### src/rtl/lcd_text_driver_if.sv
// Text-page / HD44780 pin bundle between the LCD driver and the mode mux + panel.
// The master drives index and the LCD pins; the slave returns char_in.
interface lcd_text_driver_if;
    logic [7:0] char_in;
    logic [4:0] index;
    logic       lcd_e;
    logic       lcd_rs;
    logic       lcd_rw;
    logic [7:0] lcd_data;
    logic       init_done;
    logic       frame_done;

    modport master (
        input  char_in,
        output index, lcd_e, lcd_rs, lcd_rw, lcd_data, init_done, frame_done
    );

    modport slave (
        output char_in,
        input  index, lcd_e, lcd_rs, lcd_rw, lcd_data, init_done, frame_done
    );
endinterface

### src/rtl/lcd_text_driver.sv
// HD44780 16x2 8-bit driver: power-up wait, 4-step init, then endless refresh of a 32-char page.
// Latency: per char 2+2+E_HIGH_CYC+2+CMD_WAIT_CYC cycles; no backpressure. LCD_CURSOR_BLINK_EN selects 0F vs 0C.
module lcd_text_driver #(
    parameter int POWERUP_CYC    = 750000,
    parameter int E_HIGH_CYC     = 25,
    parameter int CMD_WAIT_CYC   = 2000,
    parameter int CLEAR_WAIT_CYC = 82000
) (
    input  logic              clk,
    input  logic              rst,
    lcd_text_driver_if.master lcd
);
    localparam int MAX_AB  = (POWERUP_CYC > CLEAR_WAIT_CYC) ? POWERUP_CYC : CLEAR_WAIT_CYC;
    localparam int MAX_CD  = (CMD_WAIT_CYC > E_HIGH_CYC) ? CMD_WAIT_CYC : E_HIGH_CYC;
    localparam int MAX_CYC = (MAX_AB > MAX_CD) ? MAX_AB : MAX_CD;
    localparam int CW      = $clog2(MAX_CYC + 1) < 2 ? 2 : $clog2(MAX_CYC + 1);

    localparam logic [CW-1:0] PWR_LAST = CW'(POWERUP_CYC - 1);
    localparam logic [CW-1:0] EH_LAST  = CW'(E_HIGH_CYC - 1);
    localparam logic [CW-1:0] CMD_LAST = CW'(CMD_WAIT_CYC - 1);
    localparam logic [CW-1:0] CLR_LAST = CW'(CLEAR_WAIT_CYC - 1);

`ifdef LCD_CURSOR_BLINK_EN
    localparam logic [7:0] DISP_CMD = 8'h0F;
`else
    localparam logic [7:0] DISP_CMD = 8'h0C;
`endif

    typedef enum logic [2:0] {
        S_PWRUP, S_INIT, S_ADDR, S_FETCH, S_SETUP, S_EHIGH, S_HOLD, S_WAIT
    } state_t;

    typedef enum logic [1:0] {K_INIT, K_ADDR, K_DATA} kind_t;

    state_t        state_q, state_d;
    kind_t         kind_q, kind_d;
    logic [CW-1:0] cnt_q, cnt_d, last_cnt;
    logic [1:0]    step_q, step_d;
    logic [4:0]    index_q, index_d;
    logic          e_q, e_d;
    logic          rs_q, rs_d;
    logic [7:0]    data_q, data_d;
    logic          init_done_q, init_done_d;
    logic          frame_done_q, frame_done_d;

    function automatic logic [7:0] init_cmd(input logic [1:0] s);
        case (s)
            2'd0:    return 8'h38;
            2'd1:    return DISP_CMD;
            2'd2:    return 8'h06;
            default: return 8'h01;
        endcase
    endfunction

    // Terminal count of the current state; INIT and ADDR last a single cycle.
    always_comb begin
        last_cnt = '0;
        case (state_q)
            S_PWRUP:                 last_cnt = PWR_LAST;
            S_FETCH, S_SETUP, S_HOLD: last_cnt = CW'(1);
            S_EHIGH:                 last_cnt = EH_LAST;
            S_WAIT:                  last_cnt = (kind_q == K_INIT && step_q == 2'd3) ? CLR_LAST : CMD_LAST;
            default:                 last_cnt = '0;
        endcase
    end

    always_comb begin
        state_d      = state_q;
        cnt_d        = cnt_q + 1'b1;
        step_d       = step_q;
        kind_d       = kind_q;
        index_d      = index_q;
        rs_d         = rs_q;
        data_d       = data_q;
        init_done_d  = init_done_q;
        frame_done_d = 1'b0;
        if (cnt_q == last_cnt) begin
            cnt_d = '0;
            case (state_q)
                S_PWRUP: state_d = S_INIT;
                S_INIT: begin
                    data_d  = init_cmd(step_q);
                    rs_d    = 1'b0;
                    kind_d  = K_INIT;
                    state_d = S_SETUP;
                end
                S_ADDR: begin
                    data_d  = index_q[4] ? 8'hC0 : 8'h80;
                    rs_d    = 1'b0;
                    kind_d  = K_ADDR;
                    state_d = S_SETUP;
                end
                S_FETCH: begin
                    data_d  = lcd.char_in;
                    rs_d    = 1'b1;
                    kind_d  = K_DATA;
                    state_d = S_SETUP;
                end
                S_SETUP: state_d = S_EHIGH;
                S_EHIGH: state_d = S_HOLD;
                S_HOLD:  state_d = S_WAIT;
                S_WAIT: begin
                    case (kind_q)
                        K_INIT: begin
                            if (step_q == 2'd3) begin
                                init_done_d = 1'b1;
                                state_d     = S_ADDR;
                            end else begin
                                step_d  = step_q + 2'd1;
                                state_d = S_INIT;
                            end
                        end
                        K_ADDR: state_d = S_FETCH;
                        default: begin
                            if (index_q == 5'd15) begin
                                index_d = 5'd16;
                                state_d = S_ADDR;
                            end else if (index_q == 5'd31) begin
                                index_d      = 5'd0;
                                frame_done_d = 1'b1;
                                state_d      = S_ADDR;
                            end else begin
                                index_d = index_q + 5'd1;
                                state_d = S_FETCH;
                            end
                        end
                    endcase
                end
                default: state_d = S_PWRUP;
            endcase
        end
        e_d = (state_d == S_EHIGH);
    end

    always_ff @(posedge clk or negedge rst) begin
        if (!rst) begin
            state_q      <= S_PWRUP;
            kind_q       <= K_INIT;
            cnt_q        <= '0;
            step_q       <= 2'd0;
            index_q      <= 5'd0;
            e_q          <= 1'b0;
            rs_q         <= 1'b0;
            data_q       <= 8'h00;
            init_done_q  <= 1'b0;
            frame_done_q <= 1'b0;
        end else begin
            state_q      <= state_d;
            kind_q       <= kind_d;
            cnt_q        <= cnt_d;
            step_q       <= step_d;
            index_q      <= index_d;
            e_q          <= e_d;
            rs_q         <= rs_d;
            data_q       <= data_d;
            init_done_q  <= init_done_d;
            frame_done_q <= frame_done_d;
        end
    end

    assign lcd.index      = index_q;
    assign lcd.lcd_e      = e_q;
    assign lcd.lcd_rs     = rs_q;
    assign lcd.lcd_rw     = 1'b0;
    assign lcd.lcd_data   = data_q;
    assign lcd.init_done  = init_done_q;
    assign lcd.frame_done = frame_done_q;
endmodule

### src/flat_wrapper.sv
// flat-port wrapper written by rule: the top's interface ports become plain ports
module lcd_text_driver_flat 
#(
    parameter int POWERUP_CYC    = 750000,
    parameter int E_HIGH_CYC     = 25,
    parameter int CMD_WAIT_CYC   = 2000,
    parameter int CLEAR_WAIT_CYC = 82000
)
  (clk, rst, lcd_char_in, lcd_index, lcd_lcd_e, lcd_lcd_rs, lcd_lcd_rw, lcd_lcd_data, lcd_init_done, lcd_frame_done);
  lcd_text_driver_if lcd_i ();
  input  logic clk;
  input  logic rst;
  input wire logic [$bits(lcd_i.char_in)-1:0] lcd_char_in;
  output wire logic [$bits(lcd_i.index)-1:0] lcd_index;
  output wire logic [$bits(lcd_i.lcd_e)-1:0] lcd_lcd_e;
  output wire logic [$bits(lcd_i.lcd_rs)-1:0] lcd_lcd_rs;
  output wire logic [$bits(lcd_i.lcd_rw)-1:0] lcd_lcd_rw;
  output wire logic [$bits(lcd_i.lcd_data)-1:0] lcd_lcd_data;
  output wire logic [$bits(lcd_i.init_done)-1:0] lcd_init_done;
  output wire logic [$bits(lcd_i.frame_done)-1:0] lcd_frame_done;
  assign lcd_i.char_in = lcd_char_in;
  assign lcd_index = lcd_i.index;
  assign lcd_lcd_e = lcd_i.lcd_e;
  assign lcd_lcd_rs = lcd_i.lcd_rs;
  assign lcd_lcd_rw = lcd_i.lcd_rw;
  assign lcd_lcd_data = lcd_i.lcd_data;
  assign lcd_init_done = lcd_i.init_done;
  assign lcd_frame_done = lcd_i.frame_done;
  lcd_text_driver #(.POWERUP_CYC(POWERUP_CYC), .E_HIGH_CYC(E_HIGH_CYC), .CMD_WAIT_CYC(CMD_WAIT_CYC), .CLEAR_WAIT_CYC(CLEAR_WAIT_CYC)) u_core (.clk(clk), .rst(rst), .lcd(lcd_i));
endmodule
### config.mk
export PLATFORM = sky130hd
export DESIGN_NAME = lcd_text_driver_flat
export DESIGN_NICKNAME = d
export VERILOG_FILES = /design/src/rtl/lcd_text_driver_if.sv /design/src/rtl/lcd_text_driver.sv /design/src/flat_wrapper.sv
export SDC_FILE = /design/constraint.sdc
export NUM_CORES = 1
export LEC_CHECK = 0
export CAP_MARGIN = 15
export CORE_MARGIN = 2
export CORE_UTILIZATION = 57
export DETAILED_ROUTE_END_ITERATION = 8
export PLACE_DENSITY = 0.82
export SYNTH_ARGS = -nofsm -noshare
export SYNTH_HDL_FRONTEND = slang
export SYNTH_SLANG_ARGS = --single-unit
### constraint.sdc
create_clock -name clk -period 3.13 [get_ports clk]
set_input_delay 0.626 -clock clk [delete_from_list [all_inputs] [get_ports clk]]
set_output_delay 0.626 -clock clk [all_outputs]
set_load 0.02 [all_outputs]
# Word-level counts from Yosys, hierarchy flattened
# Index checks and enable logic that the tools add are counted.
word_totals:
  word_cells: 66
  regBits: 44
  inputBits: 10
  output_inout_bits: 18
classes:
  bitwise: 2
  n_addsub: 3
  reduce_logical: 15
  n_eq_ne: 15
  muxes: 21
ops:
  columns: ["operator", "count"]
  rows:
  - ["one-hot mux 20 bit (4 select lines)", 1]
  - ["one-hot mux 8 bit (3 select lines)", 1]
  - ["adder 20 x 1 -> 20 bit (second input constant)", 1]
  - ["equality test 20 bit", 1]
  - ["2-to-1 mux 20 bit", 1]
  - ["one-hot mux 3 bit (6 select lines)", 1]
  - ["one-hot mux 6 bit (3 select lines)", 1]
  - ["2-to-1 mux 17 bit", 1]
  - ["equality test 3 bit (second input constant)", 5]
  - ["2-to-1 mux 5 bit", 2]
  - ["AND reduction 4 bit", 2]
  - ["2-to-1 mux 7 bit", 1]
  - ["equality test 3 x 2 -> 1 bit (second input constant)", 2]
  - ["2-to-1 mux 1 bit", 6]
  - ["2-to-1 mux 3 bit", 2]
  - ["one-hot mux 2 bit (3 select lines)", 1]
  - ["one-hot mux 3 bit (2 select lines)", 1]
  - ["OR reduction 3 bit", 2]
  - ["adder 5 x 1 -> 5 bit (second input constant)", 1]
  - ["equality test 5 x 4 -> 1 bit (second input constant)", 1]
  - ["equality test 5 bit (second input constant)", 1]
  - ["equality test 2 x 1 -> 1 bit (second input constant)", 2]
  - ["equality test 2 bit (second input constant)", 2]
  - ["logical NOT 2 bit", 2]
  - ["12 further kinds", 15]

# Logic depth before layout (Yosys ltp)
# Gate-level depths: netlist of run 1.
depth:
  ltp_word: 7
  mapped_depth: 10
  depth_no_buf: 7

# Worst setup path before layout of run 1
# No wires, ideal clock.
synth_path:
  path_kind: "register to register"
  from: "reg u_core.step_q[0]"
  to: "reg u_core.step_q[1]"
  n_path_buf: 1
  path_stages_with_launch: 9
  setup_time_ps: 125
  required_ps: 3005
  synth_period_minus_slack_ps: 2388
  arrival_time_ps: 2263
  setup_slack_ps: 742
  path_cell_list: "dfrtp_1 > ha_1 > or3b_2 > o21ai_0 > mux2i_1 > and3_4 > buf_6 > nand4_4 > mux2_4"
synth_between:
  elab_chain_len: 6
  word_cells_on_any_way: 8
  cone_classes: "add/sub (1); eq/ne (2); mux (2); bitwise (1); reduce/logical (2)"
synth_rtl:
  columns: ["item", "line_no", "text"]
  rows:
  - ["from (decl)", "lcd_text_driver.sv:38", "logic [1:0] step_q, step_d;"]
  - ["from (signal assigned)", "lcd_text_driver.sv:151", "step_q <= step_d;"]
  - ["equality test 2 bit", "lcd_text_driver.sv:62, lcd_text_driver.sv:105", null]
  - ["logical AND 1 bit", "lcd_text_driver.sv:62", "S_WAIT: last_cnt = (kind_q == K_INIT && step_q == 2'd3) ? CLR_LAST : CMD_LAST;"]
  - ["2-to-1 mux 17 bit", "lcd_text_driver.sv:62", null]
  - ["one-hot mux 20 bit (4 select lines)", "lcd_text_driver.sv:58", "case (state_q)"]
  - ["equality test 20 bit", "lcd_text_driver.sv:77", "if (cnt_q == last_cnt) begin"]
  - ["AND reduction 4 bit (no line)", null, null]
# Several ways; a longest one is shown, not always the timed one.
# A chain may end at the register's enable or synchronous reset.

# Worst setup path in the final report of run 1
layout_path:
  from: "reg u_core.step_q[0]"
  to: "reg u_core.kind_q[0]"
layout_between:
  elab_chain_len: 6
layout_rtl:
  columns: ["item", "line_no", "text"]
  rows:
  - ["equality test 2 bit", "lcd_text_driver.sv:62", null]
  - ["logical AND 1 bit", "lcd_text_driver.sv:62", null]
  - ["2-to-1 mux 17 bit", "lcd_text_driver.sv:62", null]
  - ["one-hot mux 20 bit (4 select lines)", "lcd_text_driver.sv:58", null]
  - ["equality test 20 bit", "lcd_text_driver.sv:77", null]
  - ["AND reduction 2 bit (no line)", null, null]
  - ["to (signal assigned)", "lcd_text_driver.sv:149", "kind_q <= kind_d;"]
  - ["to (decl)", "lcd_text_driver.sv:36", "kind_t kind_q, kind_d;"]
# Every way passes these cells.

==> results of run 1 <==
==> final timing paths <==
| path | startpoint | slack (ns) | end | cells after the start |
|---|---|---|---|---|
| max in group asynchronous | rst | 2.05 | u_core.lcd.index[4] | 1 |
| worst min register to register | u_core.cnt_q[11] | 0.50 | u_core.cnt_q[11] | 1 |
| worst min-delay path | rst | 0.48 | u_core.state_q[0] | 1 |
| worst max-delay path | u_core.step_q[0] | 0.21 | u_core.kind_q[0] | 8 |
| worst max register to register | u_core.step_q[0] | 0.21 | u_core.kind_q[0] | 8 |
| min in group clk | u_core.cnt_q[11] | 0.50 | u_core.cnt_q[11] | 1 |
==> where the power goes <==
group          switching [mW]  leakage [nW]  internal (mW)  total [mW]
clock network           0.193        0.0552          0.237       0.430
logic                  0.0133         0.748        0.00916      0.0225
registers                   0         0.574          0.568       0.568
total                   0.206          1.38          0.814        1.02
==> cells by family (layout without fill, tap and decap cells) <==
family / Yosys count / in the layout / synth area share (%)
muxes: 15 / 15 / 6.24
adders and majority gates: 9 / 9 / 4.29
DFF: 44 / 44 / 41.9
buffers and inverters: 30 / 55 / 5.81
xor gates and xnor gates: 20 / 20 / 6.67
and+or+nand+nor: 113 / 113 / 23.0
other: 1 / 1 / 0.143
AOI/OAI and AO/OA: 42 / 42 / 12.0
==> metal layers <==
metal  part of all wire (%)  up-vias  track usage, %
met2                     46       58            37.4
li1                       -     1017               -
met1                     48      995            34.8
met3                    4.8        9            4.64
met4                    1.3        0            5.87
met5                      0        -               0
==> final cells by class <==
cell class / instances / share of cell area [%]
sequential: 44 / 36.6
clock buffer: 6 / 2.41
clock inverter: 2 / 1.16
tap: 52 / 2.16
timing repair buffer: 34 / 10.5
inverter: 13 / 1.62
multi-input combinational: 200 / 45.6
==> per-stage QoR <==
stage / cells / area (µm²) / total power [mW] / util [%] / hold WS, ns
2_1_floorplan: 274 / 2630 / 0.581 / - / 0.330
3_3_place_gp: 343 / 2900 / 0.602 / 66.2 / 0.482
3_5_place_dp: 343 / 2900 / 0.603 / 66.2 / 0.486
4_1_cts: 351 / 3010 / 1.03 / 68.7 / 0.500
5_1_grt: 351 / 3010 / 1.05 / 68.7 / 0.524
6_report: 351 / 3010 / 1.02 / 68.7 / 0.482
==> placed cells by master (no fill, tap or decap), types with 2 or more instances in the layout <==
| cell | netlist | final |
|---|---|---|
| o31ai_1 | 2 | 2 |
| nand2_1 | 18 | 18 |
| a211oi_1 | 3 | 3 |
| ha_1 | 9 | 9 |
| a22o_1 | 3 | 3 |
| xor2_1 | 10 | 10 |
| a41o_1 | 2 | 2 |
| xnor2_1 | 10 | 10 |
| and2_1 | 2 | 2 |
| a21o_1 | 4 | 4 |
| or4_1 | 2 | 2 |
| mux2_2 | 7 | 7 |
| clkdlybuf4s50_1 | 0 | 25 |
| nor3_1 | 10 | 10 |
| o21ai_0 | 6 | 6 |
| buf_4 | 3 | 8 |
| nand3_1 | 22 | 22 |
| or3_1 | 2 | 2 |
| inv_1 | 13 | 13 |
| dfrtp_1 | 44 | 44 |
| clkbuf_8 | 0 | 5 |
| mux2i_1 | 7 | 7 |
| nor4_1 | 2 | 2 |
| and3_1 | 10 | 10 |
| o211ai_1 | 2 | 2 |
| nor2_1 | 28 | 28 |
| a41oi_1 | 4 | 4 |
| nor2b_1 | 4 | 4 |
| nor3b_1 | 4 | 4 |
| a31oi_1 | 4 | 4 |
| a21oi_1 | 3 | 3 |
==> flip-flops by register name, summed over array words and instances (netlist names) <==
signal,cells
u_core.kind_q,2
u_core.lcd.index,5
u_core.cnt_q,20
u_core.lcd.lcd_e,1
u_core.lcd.lcd_rs,1
u_core.lcd.lcd_data,8
u_core.lcd.init_done,1
u_core.state_q,3
u_core.step_q,2
u_core.lcd.frame_done,1
==> flow_metrics.py, run 1 <==
metrics = {
    "cts": {
        "cts.repair.resized": 0,
        "clk_pin_slew_ns": 0.09,
        "cts_setup_buffers": 0,
        "ctsHtreeMaxLevel": 2,
        "cts_hold_buf": 0,
        "numCtsBuffers": 5,
        "clk_latency_ns": 0.30,
        "clock_sinks": 44,
        "cts_root_buf": "clkbuf_8",
        "tritoncts": "done",
        "cts_buffer_depth": 2,
    },
    "placement": {
        "dp_hpwl_um": 4020,
        "routabilityCongestion": 0.882,
        "numPortBuffers": 26,
        "dp_slack_ns": 0.236,
    },
    "detailed_routing": {
        "vias": 2079,
        "detail-route-antenna-nets": 0,
        "drtPass1Iterations": 4,
        "drt_iter0_drc": 120,
        "wl_per_cell_um": 15.8,
        "routed_wirelength_um": 5560,
        "routed_via_density": 5.92,
        "drc_errors": 0,
    },
    "global_routing": {
        "grt_pass1_wl_um": 9760,
        "grt_use_total_pct": 24.0,
        "grt_max_degree": 45,
        "first_global_vias": 2013,
        "grt_overflow": 0,
        "antenna_found_initial": 0,
    },
    "timing": {
        "fin_setup_tns_ns": 0,
        "clock_skew_ns": 0.0129,
        "maxSlewViolCount": 0,
        "setup_viol": 0,
        "tightestPinTransition_ns": 0.972,
        "fmax_ghz": 0.342,
        "finalHoldViolCount": 0,
        "setup_ws_ns": 0.207,
        "rsz0062_at_grt": "no",
        "slew_headroom_pct": 35.2,
        "min_period_ns": 2.92,
        "post-route-period-util_pct": 93.4,
    },
    "yosys": {
        "ys_types": 53,
        "syn_area_um2": 2630,
        "yosys.area.top_type": "dfrtp_1",
        "syn_area_per_cell_um2": 9.58,
        "synth_nets": 293,
        "synth_top_area_share_pct": 41.9,
        "yosysWarnings": 0,
        "ys_top_cells_by_count": "44 x dfrtp_1, 28 x nor2_1, 22 x nand3_1",
        "ys_ff_latch": 44,
        "synth_most_common_cell": "dfrtp_1",
        "seq_area_frac_synth_pct": 41.9,
        "synth_edf_count": 0,
        "synth-async-reset-ratio_pct": 100,
        "syn_inst": 274,
        "yosys_most_used_dff": "dfrtp_1",
        "synth_top_cells_by_area": "dfrtp_1 42%, ha_1 4.3%, nand3_1 4.2%, nor2_1 4.0%, xnor2_1 3.3%",
    },
    "setup_path": {
        "crit_family": "simple AND/OR/NAND/NOR gates",
        "end_kind": "register",
        "crit_type": "register to register",
        "arrival_ns": 3.10,
        "cp_num_buf_inv": 1,
        "slowest_delay_ns": 0.51,
        "crit_fanout": 13,
        "slowest_stage": "or3b_2",
        "cp_cell_sequence": "ha_1 -> or3b_2 -> o21ai_0 -> mux2i_1 -> and3_4 -> and3_1 -> buf_4 -> a31oi_1",
        "cp-start-kind": "register",
        "required_ns": 3.30,
    },
    "die": {
        "rows": 24,
        "die_x_um": 71.9,
        "dieArea_um2": 5170,
        "core_um2": 4380,
        "io_pins": 28,
        "start_util_pct": 59.9,
        "dieHeight_um": 71.9,
    },
    "cells_and_area": {
        "areaGrowthSynthToFinish_pct": 14.6,
        "multi_input_area_um2": 1370,
        "nFillCells": 350,
        "drive_gt1_share_pct": 10.7,
        "fin_nets": 317,
        "seq_area_um2": 1100,
        "diodes": 0,
    },
    "power": {
        "p_per_area_nw_per_um2": 339,
        "p_leak_nw": 1.38,
        "max-vdd-ir-drop_uv": 276,
    },
    "status": {
        "status": "completed",
    },
    "hold_path": {
        "hp-class": "input pin to asynchronous set/reset pin",
    },
    "flow_run": {
        "maxCapViolCount": 0,
    },
}
Note: power is estimated with default switching activity, not from simulation.
==> run 2, diff against run 1 <==
- GPL_ROUTABILITY_DRIVEN: default -> 0
==> results of run 2 <==
The final DEF is identical to that of run 1; final timing and power are the same.
